===== config.mk =====
export PLATFORM = sky130hd
export DESIGN_NAME = uart_tx_param
export DESIGN_NICKNAME = d
export VERILOG_FILES = /design/src/rtl/uart_pkg.sv /design/src/rtl/sync_fifo.sv /design/src/rtl/uart_tx_param.sv
export SDC_FILE = /design/constraint.sdc
export NUM_CORES = 1
export LEC_CHECK = 0
export ABC_CLOCK_PERIOD_IN_PS = 3080
export CORE_MARGIN = 4
export CORE_UTILIZATION = 45
export CTS_BUF_LIST = sky130_fd_sc_hd__clkbuf_8
export DETAILED_ROUTE_END_ITERATION = 12
export SLEW_MARGIN = 20
export SYNTH_ARGS = -nofsm -noshare
export SYNTH_HDL_FRONTEND = slang
export SYNTH_SLANG_ARGS = --single-unit

===== constraint.sdc =====
create_clock -name clk -period 3.08 [get_ports clk]
set_input_delay 0.616 -clock clk [delete_from_list [all_inputs] [get_ports clk]]
set_output_delay 0.616 -clock clk [all_outputs]
set_load 0.02 [all_outputs]

===== src/rtl/uart_pkg.sv =====
`default_nettype none
// ============================================================================
// Package     : uart_pkg
// Description : Shared definitions for the parametrised UART transmitter.
//               Parity mode codes, FSM state encoding and a frame-length
//               helper that gives the number of clk cycles one frame takes.
// Revision    : 1.0 - initial release
// ============================================================================
package uart_pkg;

    // Parity mode codes used for the PARITY parameter
    localparam int PARITY_NONE = 0;
    localparam int PARITY_EVEN = 1;
    localparam int PARITY_ODD  = 2;

    // Transmitter FSM state encoding
    typedef logic [2:0] tx_state_t;

    localparam tx_state_t ST_IDLE   = 3'd0;
    localparam tx_state_t ST_START  = 3'd1;
    localparam tx_state_t ST_DATA   = 3'd2;
    localparam tx_state_t ST_PARITY = 3'd3;
    localparam tx_state_t ST_STOP   = 3'd4;

    // Number of clk cycles in one complete frame (start, data, parity, stop)
    function automatic int frame_len(
        input int data_bits,
        input int parity,
        input int stop_bits,
        input int oversample,
        input int clk_div
    );
        int bits;
        bits = 1 + data_bits + ((parity != PARITY_NONE) ? 1 : 0) + stop_bits;
        return bits * oversample * clk_div;
    endfunction

endpackage : uart_pkg
`default_nettype wire


===== src/rtl/sync_fifo.sv =====
`default_nettype none
// ============================================================================
// Module      : sync_fifo
// Description : Single-clock FIFO holding words queued for transmission.
//               Occupancy is tracked by a dedicated level counter rather than
//               derived from the pointers, so full and empty are unambiguous.
// Ports       : clk      - clock
//               rst      - asynchronous reset, active-high (flushes queue)
//               i_push   - write i_wdata (ignored when full)
//               i_pop    - drop head word (ignored when empty)
//               i_wdata  - word to write
//               o_rdata  - head word (valid when !o_empty)
//               o_full   - DEPTH words held
//               o_empty  - no words held
//               o_level  - words held, 0..DEPTH
// Revision    : 1.0 - initial release
// ============================================================================
module sync_fifo #(
    parameter int WIDTH = 8,
    parameter int DEPTH = 4
) (
    input  logic                     clk,
    input  logic                     rst,
    input  logic                     i_push,
    input  logic                     i_pop,
    input  logic [WIDTH-1:0]         i_wdata,
    output logic [WIDTH-1:0]         o_rdata,
    output logic                     o_full,
    output logic                     o_empty,
    output logic [$clog2(DEPTH):0]   o_level
);

    localparam int c_PTR_W = $clog2(DEPTH);
    localparam int c_LVL_W = c_PTR_W + 1;
    localparam logic [c_LVL_W-1:0] c_LVL_FULL = c_LVL_W'(DEPTH);

    logic [WIDTH-1:0]   r_mem [DEPTH];
    logic [c_PTR_W-1:0] r_wr_ptr;
    logic [c_PTR_W-1:0] r_rd_ptr;
    logic [c_LVL_W-1:0] r_level;

    logic w_full;
    logic w_empty;
    logic w_do_push;
    logic w_do_pop;

    assign w_full    = (r_level == c_LVL_FULL);
    assign w_empty   = (r_level == '0);
    assign w_do_push = i_push && !w_full;
    assign w_do_pop  = i_pop  && !w_empty;

    // Storage needs no reset: the pointers and level define what is valid.
    always_ff @(posedge clk) begin
        if (w_do_push) begin
            r_mem[r_wr_ptr] <= i_wdata;
        end
    end

    // DEPTH is a power of two, so the pointers wrap naturally.
    always_ff @(posedge clk or posedge rst) begin
        if (rst) begin
            r_wr_ptr <= '0;
            r_rd_ptr <= '0;
            r_level  <= '0;
        end else begin
            if (w_do_push) begin
                r_wr_ptr <= r_wr_ptr + 1'b1;
            end
            if (w_do_pop) begin
                r_rd_ptr <= r_rd_ptr + 1'b1;
            end
            if (w_do_push && !w_do_pop) begin
                r_level <= r_level + 1'b1;
            end else if (w_do_pop && !w_do_push) begin
                r_level <= r_level - 1'b1;
            end
        end
    end

    assign o_rdata = r_mem[r_rd_ptr];
    assign o_full  = w_full;
    assign o_empty = w_empty;
    assign o_level = r_level;

endmodule : sync_fifo
`default_nettype wire


===== src/rtl/uart_tx_param.sv =====
`default_nettype none
// ============================================================================
// Module      : uart_tx_param
// Description : Parametrised UART transmitter with valid/ready input and a
//               small TX FIFO. Frames are sent LSB first with optional
//               even/odd parity and one or two stop bits. Queued words go
//               out back-to-back: the stop bit is followed directly by the
//               next start bit. clk is the oversample clock, divided down by
//               an internal prescaler that only runs while a frame is active.
// Ports       : clk        - oversample clock
//               rst        - asynchronous reset, active-high
//               s_data     - word to send (DATA_BITS)
//               s_valid    - s_data valid
//               s_ready    - FIFO can accept; transfer on s_valid && s_ready
//               tx         - serial line, idle high (registered)
//               busy       - frame in progress or FIFO non-empty
//               fifo_level - entries held, 0..FIFO_DEPTH
// Revision    : 1.0 - initial release
// ============================================================================
module uart_tx_param
    import uart_pkg::*;
#(
    parameter int DATA_BITS  = 8,
    parameter int PARITY     = PARITY_NONE,
    parameter int STOP_BITS  = 1,
    parameter int OVERSAMPLE = 16,
    parameter int CLK_DIV    = 1,
    parameter int FIFO_DEPTH = 4
) (
    input  logic                          clk,
    input  logic                          rst,
    input  logic [DATA_BITS-1:0]          s_data,
    input  logic                          s_valid,
    output logic                          s_ready,
    output logic                          tx,
    output logic                          busy,
    output logic [$clog2(FIFO_DEPTH):0]   fifo_level
);

    // ------------------------------------------------------------------------
    // Constants
    // ------------------------------------------------------------------------
    localparam int c_OS_W  = $clog2(OVERSAMPLE);
    localparam int c_DIV_W = (CLK_DIV > 1) ? $clog2(CLK_DIV) : 1;
    localparam int c_BIT_W = 4;
    localparam int c_LVL_W = $clog2(FIFO_DEPTH) + 1;

    localparam logic [c_OS_W-1:0]  c_OS_MAX     = c_OS_W'(OVERSAMPLE - 1);
    localparam logic [c_DIV_W-1:0] c_DIV_MAX    = c_DIV_W'(CLK_DIV - 1);
    localparam logic [c_BIT_W-1:0] c_DATA_LAST  = c_BIT_W'(DATA_BITS - 1);
    localparam logic [c_BIT_W-1:0] c_STOP_LAST  = c_BIT_W'(STOP_BITS - 1);
    localparam logic               c_HAS_PARITY = (PARITY != PARITY_NONE);
    localparam logic               c_ODD_PARITY = (PARITY == PARITY_ODD);

    // ------------------------------------------------------------------------
    // Signals
    // ------------------------------------------------------------------------
    tx_state_t              r_state;
    logic [c_DIV_W-1:0]     r_div;
    logic [c_OS_W-1:0]      r_os;
    logic [c_BIT_W-1:0]     r_bit;
    logic [DATA_BITS-1:0]   r_shift;
    logic                   r_par;
    logic                   r_tx;
    logic                   r_rdy_en;

    logic                   w_active;
    logic                   w_tick;
    logic                   w_bit_end;
    logic                   w_frame_end;
    logic                   w_push;
    logic                   w_pop;
    logic                   w_full;
    logic                   w_empty;
    logic [DATA_BITS-1:0]   w_rdata;
    logic                   w_par_calc;
    logic [c_LVL_W-1:0]     w_level;

    // ------------------------------------------------------------------------
    // Input handshake and queue
    // ------------------------------------------------------------------------
    // r_rdy_en keeps s_ready low throughout reset and rises on the first edge
    // after release; from then on s_ready simply mirrors !full. A pop in the
    // same cycle as full does not open the slot until the level has dropped.
    always_ff @(posedge clk or posedge rst) begin
        if (rst) begin
            r_rdy_en <= 1'b0;
        end else begin
            r_rdy_en <= 1'b1;
        end
    end

    assign s_ready = r_rdy_en && !w_full;
    assign w_push  = s_valid && s_ready;

    sync_fifo #(
        .WIDTH (DATA_BITS),
        .DEPTH (FIFO_DEPTH)
    ) u_fifo (
        .clk     (clk),
        .rst     (rst),
        .i_push  (w_push),
        .i_pop   (w_pop),
        .i_wdata (s_data),
        .o_rdata (w_rdata),
        .o_full  (w_full),
        .o_empty (w_empty),
        .o_level (w_level)
    );

    // ------------------------------------------------------------------------
    // Bit timing: prescaler -> tick, tick counter -> bit end
    // ------------------------------------------------------------------------
    assign w_active    = (r_state != ST_IDLE);
    assign w_tick      = w_active && (r_div == c_DIV_MAX);
    assign w_bit_end   = w_tick && (r_os == c_OS_MAX);
    assign w_frame_end = (r_state == ST_STOP) && w_bit_end && (r_bit == c_STOP_LAST);

    // Both counters sit at zero while idle so every frame starts phase-aligned.
    always_ff @(posedge clk or posedge rst) begin
        if (rst) begin
            r_div <= '0;
        end else if (!w_active || (r_div == c_DIV_MAX)) begin
            r_div <= '0;
        end else begin
            r_div <= r_div + 1'b1;
        end
    end

    always_ff @(posedge clk or posedge rst) begin
        if (rst) begin
            r_os <= '0;
        end else if (!w_active) begin
            r_os <= '0;
        end else if (w_tick) begin
            r_os <= (r_os == c_OS_MAX) ? '0 : r_os + 1'b1;
        end
    end

    // ------------------------------------------------------------------------
    // Frame sequencing
    // ------------------------------------------------------------------------
    // A word is taken from the FIFO either from IDLE or at the very end of the
    // last stop bit; the latter chains frames with no idle gap.
    assign w_pop = !w_empty && ((r_state == ST_IDLE) || w_frame_end);

    // Parity is captured from the popped word so later FIFO writes cannot
    // disturb the frame already in flight.
    assign w_par_calc = c_ODD_PARITY ? ~^w_rdata : ^w_rdata;

    always_ff @(posedge clk or posedge rst) begin
        if (rst) begin
            r_state <= ST_IDLE;
            r_bit   <= '0;
            r_shift <= '0;
            r_par   <= 1'b0;
        end else if (w_pop) begin
            r_state <= ST_START;
            r_bit   <= '0;
            r_shift <= w_rdata;
            r_par   <= w_par_calc;
        end else begin
            case (r_state)
                ST_IDLE: begin
                    r_state <= ST_IDLE;
                end
                ST_START: begin
                    if (w_bit_end) begin
                        r_state <= ST_DATA;
                        r_bit   <= '0;
                    end
                end
                ST_DATA: begin
                    if (w_bit_end) begin
                        r_shift <= r_shift >> 1;
                        if (r_bit == c_DATA_LAST) begin
                            r_bit   <= '0;
                            r_state <= c_HAS_PARITY ? ST_PARITY : ST_STOP;
                        end else begin
                            r_bit <= r_bit + 1'b1;
                        end
                    end
                end
                ST_PARITY: begin
                    if (w_bit_end) begin
                        r_state <= ST_STOP;
                        r_bit   <= '0;
                    end
                end
                ST_STOP: begin
                    // The pop branch above already covers a non-empty FIFO.
                    if (w_bit_end) begin
                        if (r_bit == c_STOP_LAST) begin
                            r_state <= ST_IDLE;
                            r_bit   <= '0;
                        end else begin
                            r_bit <= r_bit + 1'b1;
                        end
                    end
                end
                default: begin
                    r_state <= ST_IDLE;
                    r_bit   <= '0;
                end
            endcase
        end
    end

    // ------------------------------------------------------------------------
    // Line driver
    // ------------------------------------------------------------------------
    // tx follows the state one cycle later; since every level is delayed by
    // the same cycle, bit widths are unaffected and there is no path from any
    // input to the pin.
    always_ff @(posedge clk or posedge rst) begin
        if (rst) begin
            r_tx <= 1'b1;
        end else begin
            case (r_state)
                ST_START:  r_tx <= 1'b0;
                ST_DATA:   r_tx <= r_shift[0];
                ST_PARITY: r_tx <= r_par;
                default:   r_tx <= 1'b1;
            endcase
        end
    end

    assign tx         = r_tx;
    assign busy       = w_active || (w_level != '0);
    assign fifo_level = w_level;

endmodule : uart_tx_param
`default_nettype wire


; Word level (Yosys, flattened, before mapping)
; Memories as Yosys holds them, arrays and structs flattened.
; Cells that the tools add are included.
[op_classes]
n_addsub = 7
mul = 0
n_div = 0
order_cmp = 0
n_eq_ne = 16
shifts = 0
n_mux = 27
n_bitwise = 1
reduce_logical = 32
[op_table]
columns = operator, n
row1 = $mux W4, 9
row2 = $mux W3, 9
row3 = $mux W8, 3
row4 = $pmux W4 S4, 1
row5 = $ne A3 B2 Y1 const B, 5
row6 = $pmux W3 S4, 1
row7 = $logic_and A1 B1 Y1, 11
row8 = $add A4 B1 Y4 const B, 2
row9 = $reduce_xor A8 Y1, 1
row10 = $eq A3 B2 Y1 const B, 2
row11 = $eq A3 B3 Y1 const B, 2
row12 = $logic_not A3 Y1, 2
row13 = $ne A3 B1 Y1 const B, 2
row14 = $reduce_and A6 Y1, 1
row15 = $reduce_bool A2 Y1, 3
row16 = $reduce_bool A3 Y1, 2
row17 = $logic_not A1 Y1, 5
row18 = $add A2 B1 Y2 const B, 2
row19 = $eq A4 B3 Y1 const B, 1
row20 = $eq A4 B4 Y1 const B, 1
row21 = $logic_not A4 Y1, 1
row22 = $ne A2 B1 Y1 const B, 2
row23 = $reduce_and A4 Y1, 1
row24 = $add A3 B1 Y3 const B, 1
row25 = other kinds (9), 13
[totals]
register_bits = 30
latch_bits = 0
ramBits = 32
romBits = 0
mem_count = 1
[memory_table]
columns = name, depth, width, rd, rd_clocked_by_memory_dff, write_ports, line_no
row1 = u_fifo.r_mem, 4, 8, 1, 0, 1, sync_fifo.sv:37  ; logic [WIDTH-1:0] r_mem [DEPTH];

; Depth between registers and ports, before layout
; Gate-level depths: netlist (run 1).
[logic_depth]
word_depth = 11
mapped_depth = 13
ltp_nobuf = 11

; Hierarchy
; Synthesis (run 1) repeated with hierarchy kept, for this count alone.
[unflattened]
cells_unflattened = 203
hier_area_um2 = 2869.0
[modules_own_cells]
columns = module, instances, cells_each, area_each_um2, seq_area_each_um2
row1 = sync_fifo, 1, 78, 1592.8, 1136.1
row2 = uart_tx_param, 1, 125, 1276.2, 576.8

; Worst setup path after synthesis (run 1)
; No wires, ideal clock.
[synth_path]
path_kind = reg2reg
startpoint = register r_bit[1]
endpoint = register u_fifo.r_level[2] (netlist: u_fifo.o_level[2])
setup_time_ps = 132
t_arrival_ps = 2447
setup_slack_ps = 501
stages_incl_launch_ff = 14
path_buffers = 2
path_cell_list = dfrtp_1 -> inv_1 -> ha_1 -> or3b_1 -> o21ai_2 -> and3_1 -> buf_6 -> inv_4 -> buf_2 -> ha_1 -> fa_1 -> xnor2_1 -> nor2_1 -> xor2_1
[synth_via]
elab_chain_len = 8
[synth_lines]
columns = item, line_no
row1 = from (decl), uart_tx_param.sv:61  ; logic [c_BIT_W-1:0] r_bit;
row2 = from (signal assigned), uart_tx_param.sv:180  ; r_bit <= r_bit + 1'b1;
row3 = from (signal assigned), uart_tx_param.sv:197  ; r_bit <= r_bit + 1'b1;
row4 = $logic_not A4 Y1 *, uart_tx_param.sv:117  ; assign w_frame_end = (r_state == ST_STOP) && w_bit_end && (r_bit == c_STOP_LAST);
row5 = $logic_and A1 B1 Y1 *, uart_tx_param.sv:117
row6 = $logic_or A1 B1 Y1 *, uart_tx_param.sv:145  ; assign w_pop = !w_empty && ((r_state == ST_IDLE) || w_frame_end);
row7 = $logic_and A1 B1 Y1 *, uart_tx_param.sv:145
row8 = $logic_and A1 B1 Y1 *, sync_fifo.sv:50  ; assign w_do_pop = i_pop && !w_empty;
row9 = $logic_not A1 Y1, sync_fifo.sv:72  ; if (w_do_push && !w_do_pop) begin
row10 = $logic_and A1 B1 Y1, sync_fifo.sv:72
row11 = $mux W3 / $reduce_bool A2 Y1 (equally long branches), -
row12 = to (signal assigned), sync_fifo.sv:73  ; r_level <= r_level + 1'b1;
row13 = to (signal assigned), sync_fifo.sv:75  ; r_level <= r_level - 1'b1;
row14 = to (decl), sync_fifo.sv:40  ; logic [c_LVL_W-1:0] r_level;
; Every way passes the cells marked *; elsewhere a longest branch is shown, timed or not.
; A chain may end at the register's enable or synchronous reset.

; Final worst setup path (run 1)
[layout_path]
startpoint = register r_bit[0]
endpoint = register u_fifo.r_level[2] (netlist: u_fifo.o_level[2])
; The elaborated chain is that of the path after synthesis.

==> results of run 1 <==
cells in the mapped netlist, types with 2 or more instances:
| master | number |
|---|---|
| mux2i_1 | 2 |
| a22oi_1 | 2 |
| a31oi_1 | 6 |
| buf_6 | 3 |
| inv_1 | 9 |
| mux4_1 | 5 |
| nand3_1 | 6 |
| a21oi_1 | 9 |
| xnor2_1 | 13 |
| edfxtp_1 | 32 |
| a21o_1 | 2 |
| clkbuf_1 | 2 |
| or3_1 | 3 |
| mux4_2 | 3 |
| o21ai_0 | 4 |
| nor2_1 | 15 |
| a311o_1 | 2 |
| nor3_1 | 2 |
| dfrtp_1 | 29 |
| buf_2 | 4 |
| nand2_1 | 25 |
| nand2b_1 | 2 |
| and3_1 | 5 |
| ha_1 | 8 |
| conb_1 | 2 |
cell usage in the layout, fill, tap and decap left out, types with 2 or more instances in the layout:
cell type        Yosys  final
edfxtp_1            32     32
dfrtp_1             29     29
nand2_1             25     25
clkdlybuf4s50_1      0     16
nor2_1              15     15
xnor2_1             13     13
a21oi_1              9      9
inv_1                9      9
clkbuf_8             0      9
ha_1                 8      8
nand3_1              6      6
a31oi_1              6      6
and3_1               5      5
mux4_1               5      5
o21ai_0              4      4
or3_1                3      3
mux4_2               3      3
clkinvlp_4           0      3
buf_4                0      3
a21o_1               2      2
mux2i_1              2      2
nor3_1               2      2
a311o_1              2      2
nand2b_1             2      2
a22oi_1              2      2
conb_1               2      2
power by group through the flow:
| stage | clock network, mW | registers, mW | logic, mW |
|---|---|---|---|
| after floorplan | 0 | 1.21 | 0.805 |
| after global placement | 0 | 1.29 | 0.944 |
| after detailed placement | 0 | 1.29 | 0.955 |
| after CTS | 0.718 | 1.28 | 0.959 |
| after global routing | 0.756 | 1.31 | 1.06 |
| final | 0.698 | 1.27 | 0.942 |
per-layer routing:
| metal | GRT usage, % | vias up |
|---|---|---|
| met5 | 0 | - |
| met4 | 6.695 | 0 |
| met3 | 5.080 | 10 |
| met2 | 22.47 | 34 |
| met1 | 17.82 | 792 |
| li1 | - | 833 |
registers in the layout, indices dropped and copies added (netlist names):
signal / count
r_par: 1
u_fifo.r_wr_ptr: 2
r_bit: 4
r_state: 3
r_shift: 8
u_fifo.r_rd_ptr: 2
r_rdy_en: 1
tx: 1
u_fifo.o_level: 3
r_os: 4
r_div: 1
u_fifo.r_mem: 32
critical path: cells and delay by family (launching register included):
kind | cells | cell delay, ns
xor+xnor | 2 | 0.27
flops | 1 | 0.42
fa+ha+maj | 3 | 0.74
buf+inv | 2 | 0.19
simple gates | 3 | 0.71
compound gates | 1 | 0.14
kinds of logic (layout without fill, tap and decap cells):
group,count (synthesis),count (layout)
flops,62,62
other cells,2,2
compound gates,34,34
simple gates,68,68
mux,10,10
buf+inv,20,45
xor+xnor,14,14
fa+ha+maj,9,9
final cells by class:
cell class / count / area (um^2)
clock buffer: 9 / 123.9
fill: 523 / 2760
clock inverter: 7 / 73.82
multi-input combinational: 137 / 1039
inverter: 10 / 40.04
timing repair buffer: 19 / 182.7
sequential: 62 / 1713
tap: 75 / 93.84
worst max-delay path by stage:
stage	start	endpoint	slack, ns	cells past startpoint
finish	r_bit[0]$_DFFE_PP0P_	u_fifo.o_level[2]$_DFFE_PP0P_	0.52	11
global route	r_bit[1]$_DFFE_PP0P_	u_fifo.o_level[2]$_DFFE_PP0P_	0.33	11
CTS	r_bit[0]$_DFFE_PP0P_	u_fifo.o_level[2]$_DFFE_PP0P_	0.50	11
detailed placement	r_bit[1]$_DFFE_PP0P_	u_fifo.o_level[2]$_DFFE_PP0P_	0.52	11
global placement	r_bit[1]$_DFFE_PP0P_	u_fifo.o_level[2]$_DFFE_PP0P_	0.57	11
floorplan	r_bit[1]$_DFFE_PP0P_	u_fifo.o_level[2]$_DFFE_PP0P_	0.50	13
per-stage QoR:
| stage | util, % | std cells | worst slack [ns] | power (mW) | hold WS, ns |
|---|---|---|---|---|---|
| finish | 54.19 | 319 | 0.5246 | 2.913 | 0.4990 |
| global route | 54.19 | 319 | 0.3301 | 3.124 | 0.5232 |
| CTS | 54.19 | 319 | 0.5050 | 2.954 | 0.5033 |
| detailed placement | 50.91 | 303 | 0.5157 | 2.245 | 0.4859 |
| global placement | 50.91 | 303 | 0.5653 | 2.233 | 0.4753 |
| floorplan | - | 219 | 0.5005 | 2.015 | 0.4558 |
==> flow_metrics.py, run 1 <==
metrics = {
    "outcome": {
        "status": "complete, no violations",
    },
    "synthesis": {
        "synth_cells": 219,
        "yosys.area.top_type": "edfxtp_1",
        "synthSimpleGateAreaFrac_pct": 11.91,
        "synth-adder-area-share_pct": 4.203,
        "synth-xor-area-share_pct": 4.291,
        "avgSynthCellArea_um2": 13.05,
        "syn_area_um2": 2858,
        "ys.warnings.count": 0,
        "synth_top_family_by_area": "simple AND/OR/NAND/NOR gates",
        "synth_top_cells_by_area": "edfxtp_1, dfrtp_1, mux4_1",
        "ys_seq_area_share_pct": 59.94,
        "synth_ff_type": "edfxtp_1",
        "async_flop_share_pct": 48.39,
        "synth_cell_types": 49,
        "muxShareOfSynthArea_pct": 7.662,
        "synth_compound_area_share_pct": 8.012,
        "synth.net_count": 239,
        "synth_seq_cells": 62,
        "synth_top_area_share_pct": 33.63,
        "synth_edf_count": 32,
    },
    "global_routing": {
        "antenna_found_initial": 0,
        "gr-total-overflow": 0,
        "grt_max_degree": 31,
        "first_global_vias": 1730,
        "grt_usage_pct": 14.34,
        "grt_pass1_wl_mm": 8.190,
    },
    "placed_design": {
        "place.gp.congestion": 0.8051,
        "io_buffers": 16,
        "post_dp_cell_area_um2": 3068,
        "dpl.hpwl_mm": 3.253,
    },
    "hold_path": {
        "holdPathStages": 2,
        "hp-class": "register to register",
        "hold_end": "r_par$_DFFE_PP0N_",
        "holdCritStartpoint": "r_par$_DFFE_PP0N_",
    },
    "detailed_routing": {
        "wl_met1_mm": 2.164,
        "first_iter_violations": 122,
        "top_layer_used": "met4",
        "route.met2.wl_mm": 2.338,
        "postRouteAntennaNets": 0,
        "wl_per_cell_um": 14.96,
        "viasPerCell": 5.232,
        "dr.pass1.iters": 4,
        "drc": 0,
        "wl_met3_um": 173,
        "wl_mm": 4.773,
        "num_vias": 1669,
    },
    "clock_network": {
        "clk-insertion-delay-late_ns": 0.34,
        "clkTransAtPathRegs_ns": 0.07,
        "clockBufferDepth": 2,
        "htree_levels": 3,
        "cts_root_buffer": "clkbuf_8",
        "cts_hold_buffers": 0,
        "cts_setup_buffers": 0,
        "cts_buffers": 9,
        "cts_resized": 0,
        "cts_tree": "built",
        "cts_sinks": 62,
    },
    "critical_path": {
        "worstSetupPathType": "register to register",
        "reg2reg_depth": 11,
        "worstReg2RegEnd": "u_fifo.o_level[2]$_DFFE_PP0P_",
        "critPathMaxFanout": 21,
        "slowest_delay_ns": 0.42,
        "crit_slowest_cell": "dfrtp_1",
        "end_kind": "register",
        "crit_chain": "inv_1, ha_1, or3b_1, o21ai_2, and3_1, inv_4, ha_1, fa_1, xnor2_1, nor2_1, xor2_1",
        "critPathArrivalTime_ns": 2.82,
        "start_kind": "register",
        "r2r_slack_ns": 0.52,
        "critical_path_required_ns": 3.35,
        "crit_top_cell": "ha_1",
        "reg2reg_from": "r_bit[0]$_DFFE_PP0P_",
    },
    "pwr": {
        "leakagePower_nw": 1.277,
        "p_clk_share_pct": 23.9,
        "pwr-share-seq_pct": 43.7,
        "internal_power_mw": 1.927,
        "powerDensity_nw_per_um2": 892.1,
        "p_sw_share_pct": 33.84,
        "ir_drop_mv": 0.4237,
        "p_sw_mw": 0.9858,
        "p_comb_share_pct": 32.3,
    },
    "sta": {
        "fin_tns_setup_ns": 0,
        "finalHoldViolCount": 0,
        "relSlewSlack_pct": 45.91,
        "max_freq_mhz": 391.3,
        "worst_pin_slew_ns": 0.8052,
        "finalSetupViolations": 0,
        "fin_crit_ns": 2.555,
        "slew_violations": 0,
        "period_share_pct": 82.97,
        "rsz0062_at_grt": "false",
        "clock_skew_ns": 0.007739,
    },
    "job": {
        "max-cap-violations": 0,
    },
    "floorplan": {
        "rows": 28,
        "io_pins": 17,
        "start_util_pct": 47.43,
        "design.core.area_um2": 6026,
        "die_w_um": 87.69,
        "die_y_um": 87.69,
        "die-area_um2": 7690,
    },
    "cells_and_area": {
        "final_area_um2": 3266,
        "antenna_cells": 0,
        "syn_to_final_growth_pct": 14.27,
        "drive_above_1_share_pct": 11.07,
        "nets": 259,
    },
}
Note: power is estimated with default switching activity, not from simulation.
==> run 2, diff against run 1 <==
Settings changed: ABC_CLOCK_PERIOD_IN_PS 3080 to 2300, PLACE_DENSITY set to 0.65.
Clock period 3.08 ns to 2.3 ns, I/O delays scaled along.
==> flow_metrics.py, run 2 (synthesis results as in run 1) <==
metrics = {
    "sta": {
        "finalHoldViolCount": 0,
        "period_share_pct": 99.79,
        "rsz0062_at_grt": "true",
        "finalSetupViolations": 0,
        "max_freq_mhz": 435.7,
        "slew_violations": 0,
        "clock_skew_ns": 0.01204,
        "fin_crit_ns": 2.295,
        "fin_tns_setup_ns": 0,
    },
    "cells_and_area": {
        "fill_cells": 500,
        "regMostFlops": "u_fifo.r_mem",
        "final_area_um2": 3441,
        "nets": 272,
        "antenna_cells": 0,
        "drive_above_1_share_pct": 19.07,
        "final_common_cell": "edfxtp_1",
        "largest_register_ffs": 32,
        "mostFrequentLayoutCells": "edfxtp_1, dfrtp_1, nand2_1",
        "largestRegisters": "u_fifo.r_mem: 32 flops, r_shift: 8 flops",
        "syn_to_final_growth_pct": 20.40,
    },
    "critical_path": {
        "critPathArrivalTime_ns": 2.57,
        "reg2reg_depth": 11,
        "crit_slowest_cell": "or3b_4",
        "worstSetupPathType": "register to register",
        "crit_path_start": "r_bit[0]$_DFFE_PP0P_",
        "end_kind": "register",
        "slowest_delay_ns": 0.39,
        "crit_chain": "inv_1, ha_1, or3b_4, o21ai_4, and3_4, inv_4, ha_4, fa_2, xnor2_2, nor2_2, xor2_1",
        "r2r_slack_ns": 0.005,
        "critical_path_required_ns": 2.58,
        "cp-endpoint": "u_fifo.o_level[2]$_DFFE_PP0P_",
        "critPathMaxFanout": 2,
        "worstReg2RegEnd": "u_fifo.o_level[2]$_DFFE_PP0P_",
        "start_kind": "register",
        "reg2reg_from": "r_bit[0]$_DFFE_PP0P_",
    },
    "detailed_routing": {
        "postRouteAntennaNets": 0,
        "wl_per_cell_um": 14.77,
        "wl_mm": 4.903,
        "viasPerCell": 5.277,
        "num_vias": 1752,
        "dr.pass1.iters": 4,
        "first_iter_violations": 87,
        "drc": 0,
    },
    "clock_network": {
        "cts_root_buffer": "clkbuf_8",
        "cts_hold_buffers": 0,
        "cts_sinks": 62,
        "clkTransAtPathRegs_ns": 0.08,
        "clk-insertion-delay-late_ns": 0.35,
        "cts_tree": "built",
        "htree_levels": 3,
        "clockBufferDepth": 2,
        "cts_buffers": 9,
    },
    "outcome": {
        "status": "complete, no violations",
    },
    "floorplan": {
        "die-area_um2": 7690,
        "start_util_pct": 47.43,
        "io_pins": 17,
        "rows": 28,
        "die_y_um": 87.69,
        "die_w_um": 87.69,
        "design.core.area_um2": 6026,
    },
    "global_routing": {
        "antenna_found_initial": 0,
        "first_global_vias": 1827,
        "grt_max_degree": 31,
        "grt_pass1_wl_mm": 8.714,
        "grt_usage_pct": 15.06,
        "gr-total-overflow": 0,
    },
    "hold_path": {
        "hp-class": "primary input to async pin",
    },
    "placed_design": {
        "post_dp_cell_area_um2": 3176,
        "io_buffers": 16,
        "place.gp.congestion": 0.7483,
        "dpl.hpwl_mm": 3.383,
    },
    "pwr": {
        "powerDensity_nw_per_um2": 1208,
        "leakagePower_nw": 1.374,
        "ir_drop_mv": 0.7934,
        "totalPowerFinal_mw": 4.157,
    },
    "job": {
        "max-cap-violations": 0,
    },
}
run 2: changes by cell type in the layout (fill, tap and decap cells not counted), moves of 2 or more:
cell,delta
clkinvlp_4,-3
clkdlybuf4s50_1,-2
buf_4,+13
inv_6,+2
run 2: stage by stage:
| stage | std cells | hold slack, ns | utilization, % | setup slack [ns] |
|---|---|---|---|---|
| global placement | 315 | 0.4730 | 52.70 | -0.02093 |
| floorplan | 219 | 0.4558 | - | -0.1866 |
| global route | 332 | 0.5313 | 57.10 | -0.09510 |
| detailed placement | 315 | 0.4850 | 52.70 | -0.02084 |
| CTS | 331 | 0.4979 | 56.64 | 0.003883 |
| finish | 332 | 0.4809 | 57.10 | 0.004815 |
run 2: worst min-delay path by stage:
stage / from / endpoint / cells after the start
after floorplan: r_par$_DFFE_PP0N_ / r_par$_DFFE_PP0N_ / 2
after global placement: r_par$_DFFE_PP0N_ / r_par$_DFFE_PP0N_ / 2
after detailed placement: r_shift[5]$_DFFE_PP0P_ / r_shift[5]$_DFFE_PP0P_ / 2
after CTS: rst / r_os[3]$_DFFE_PP0P_ / 3
after global routing: r_shift[5]$_DFFE_PP0P_ / r_shift[5]$_DFFE_PP0P_ / 2
final: rst / r_os[2]$_DFFE_PP0P_ / 3
run 2: timing repair:
action / in CTS / in global routing
pin swaps: 0 / 4
setup endpoints to repair: 3 / 2
gates resized for setup: 3 / 5
setup buffers: 0 / 1
run 2: final cells by class:
cell class / count / area [um^2] / area share [%]
timing repair buffer: 32 / 281.5 / 8.182
inverter: 10 / 40.04 / 1.164
clock buffer: 9 / 123.9 / 3.600
tap: 75 / 93.84 / 2.727
clock inverter: 7 / 103.9 / 3.018
multi-input combinational: 137 / 1085 / 31.53
sequential: 62 / 1713 / 49.78
run 2: critical path: cells and delay by family, from the launching register on:
| family | cells | cell delay [ns] |
|---|---|---|
| AO/OA/AOI/OAI | 1 | 0.14 |
| XOR/XNOR | 2 | 0.28 |
| adder cells (fa/ha/maj) | 3 | 0.61 |
| buffers and inverters | 2 | 0.10 |
| flip-flops | 1 | 0.38 |
| AND/OR/NAND/NOR | 3 | 0.71 |
run 2: power breakdown:
part / switching (mW) / internal [mW]
Combinational: 0.690 / 0.726
Clock: 0.472 / 0.625
Sequential: 0.203 / 1.44
Total: 1.36 / 2.79
run 2: metal layers:
layer,share of wire (%),global-route usage [%]
met5,0,0
met4,2.1,6.974
met3,3.9,5.080
met2,49,23.56
met1,45,18.97
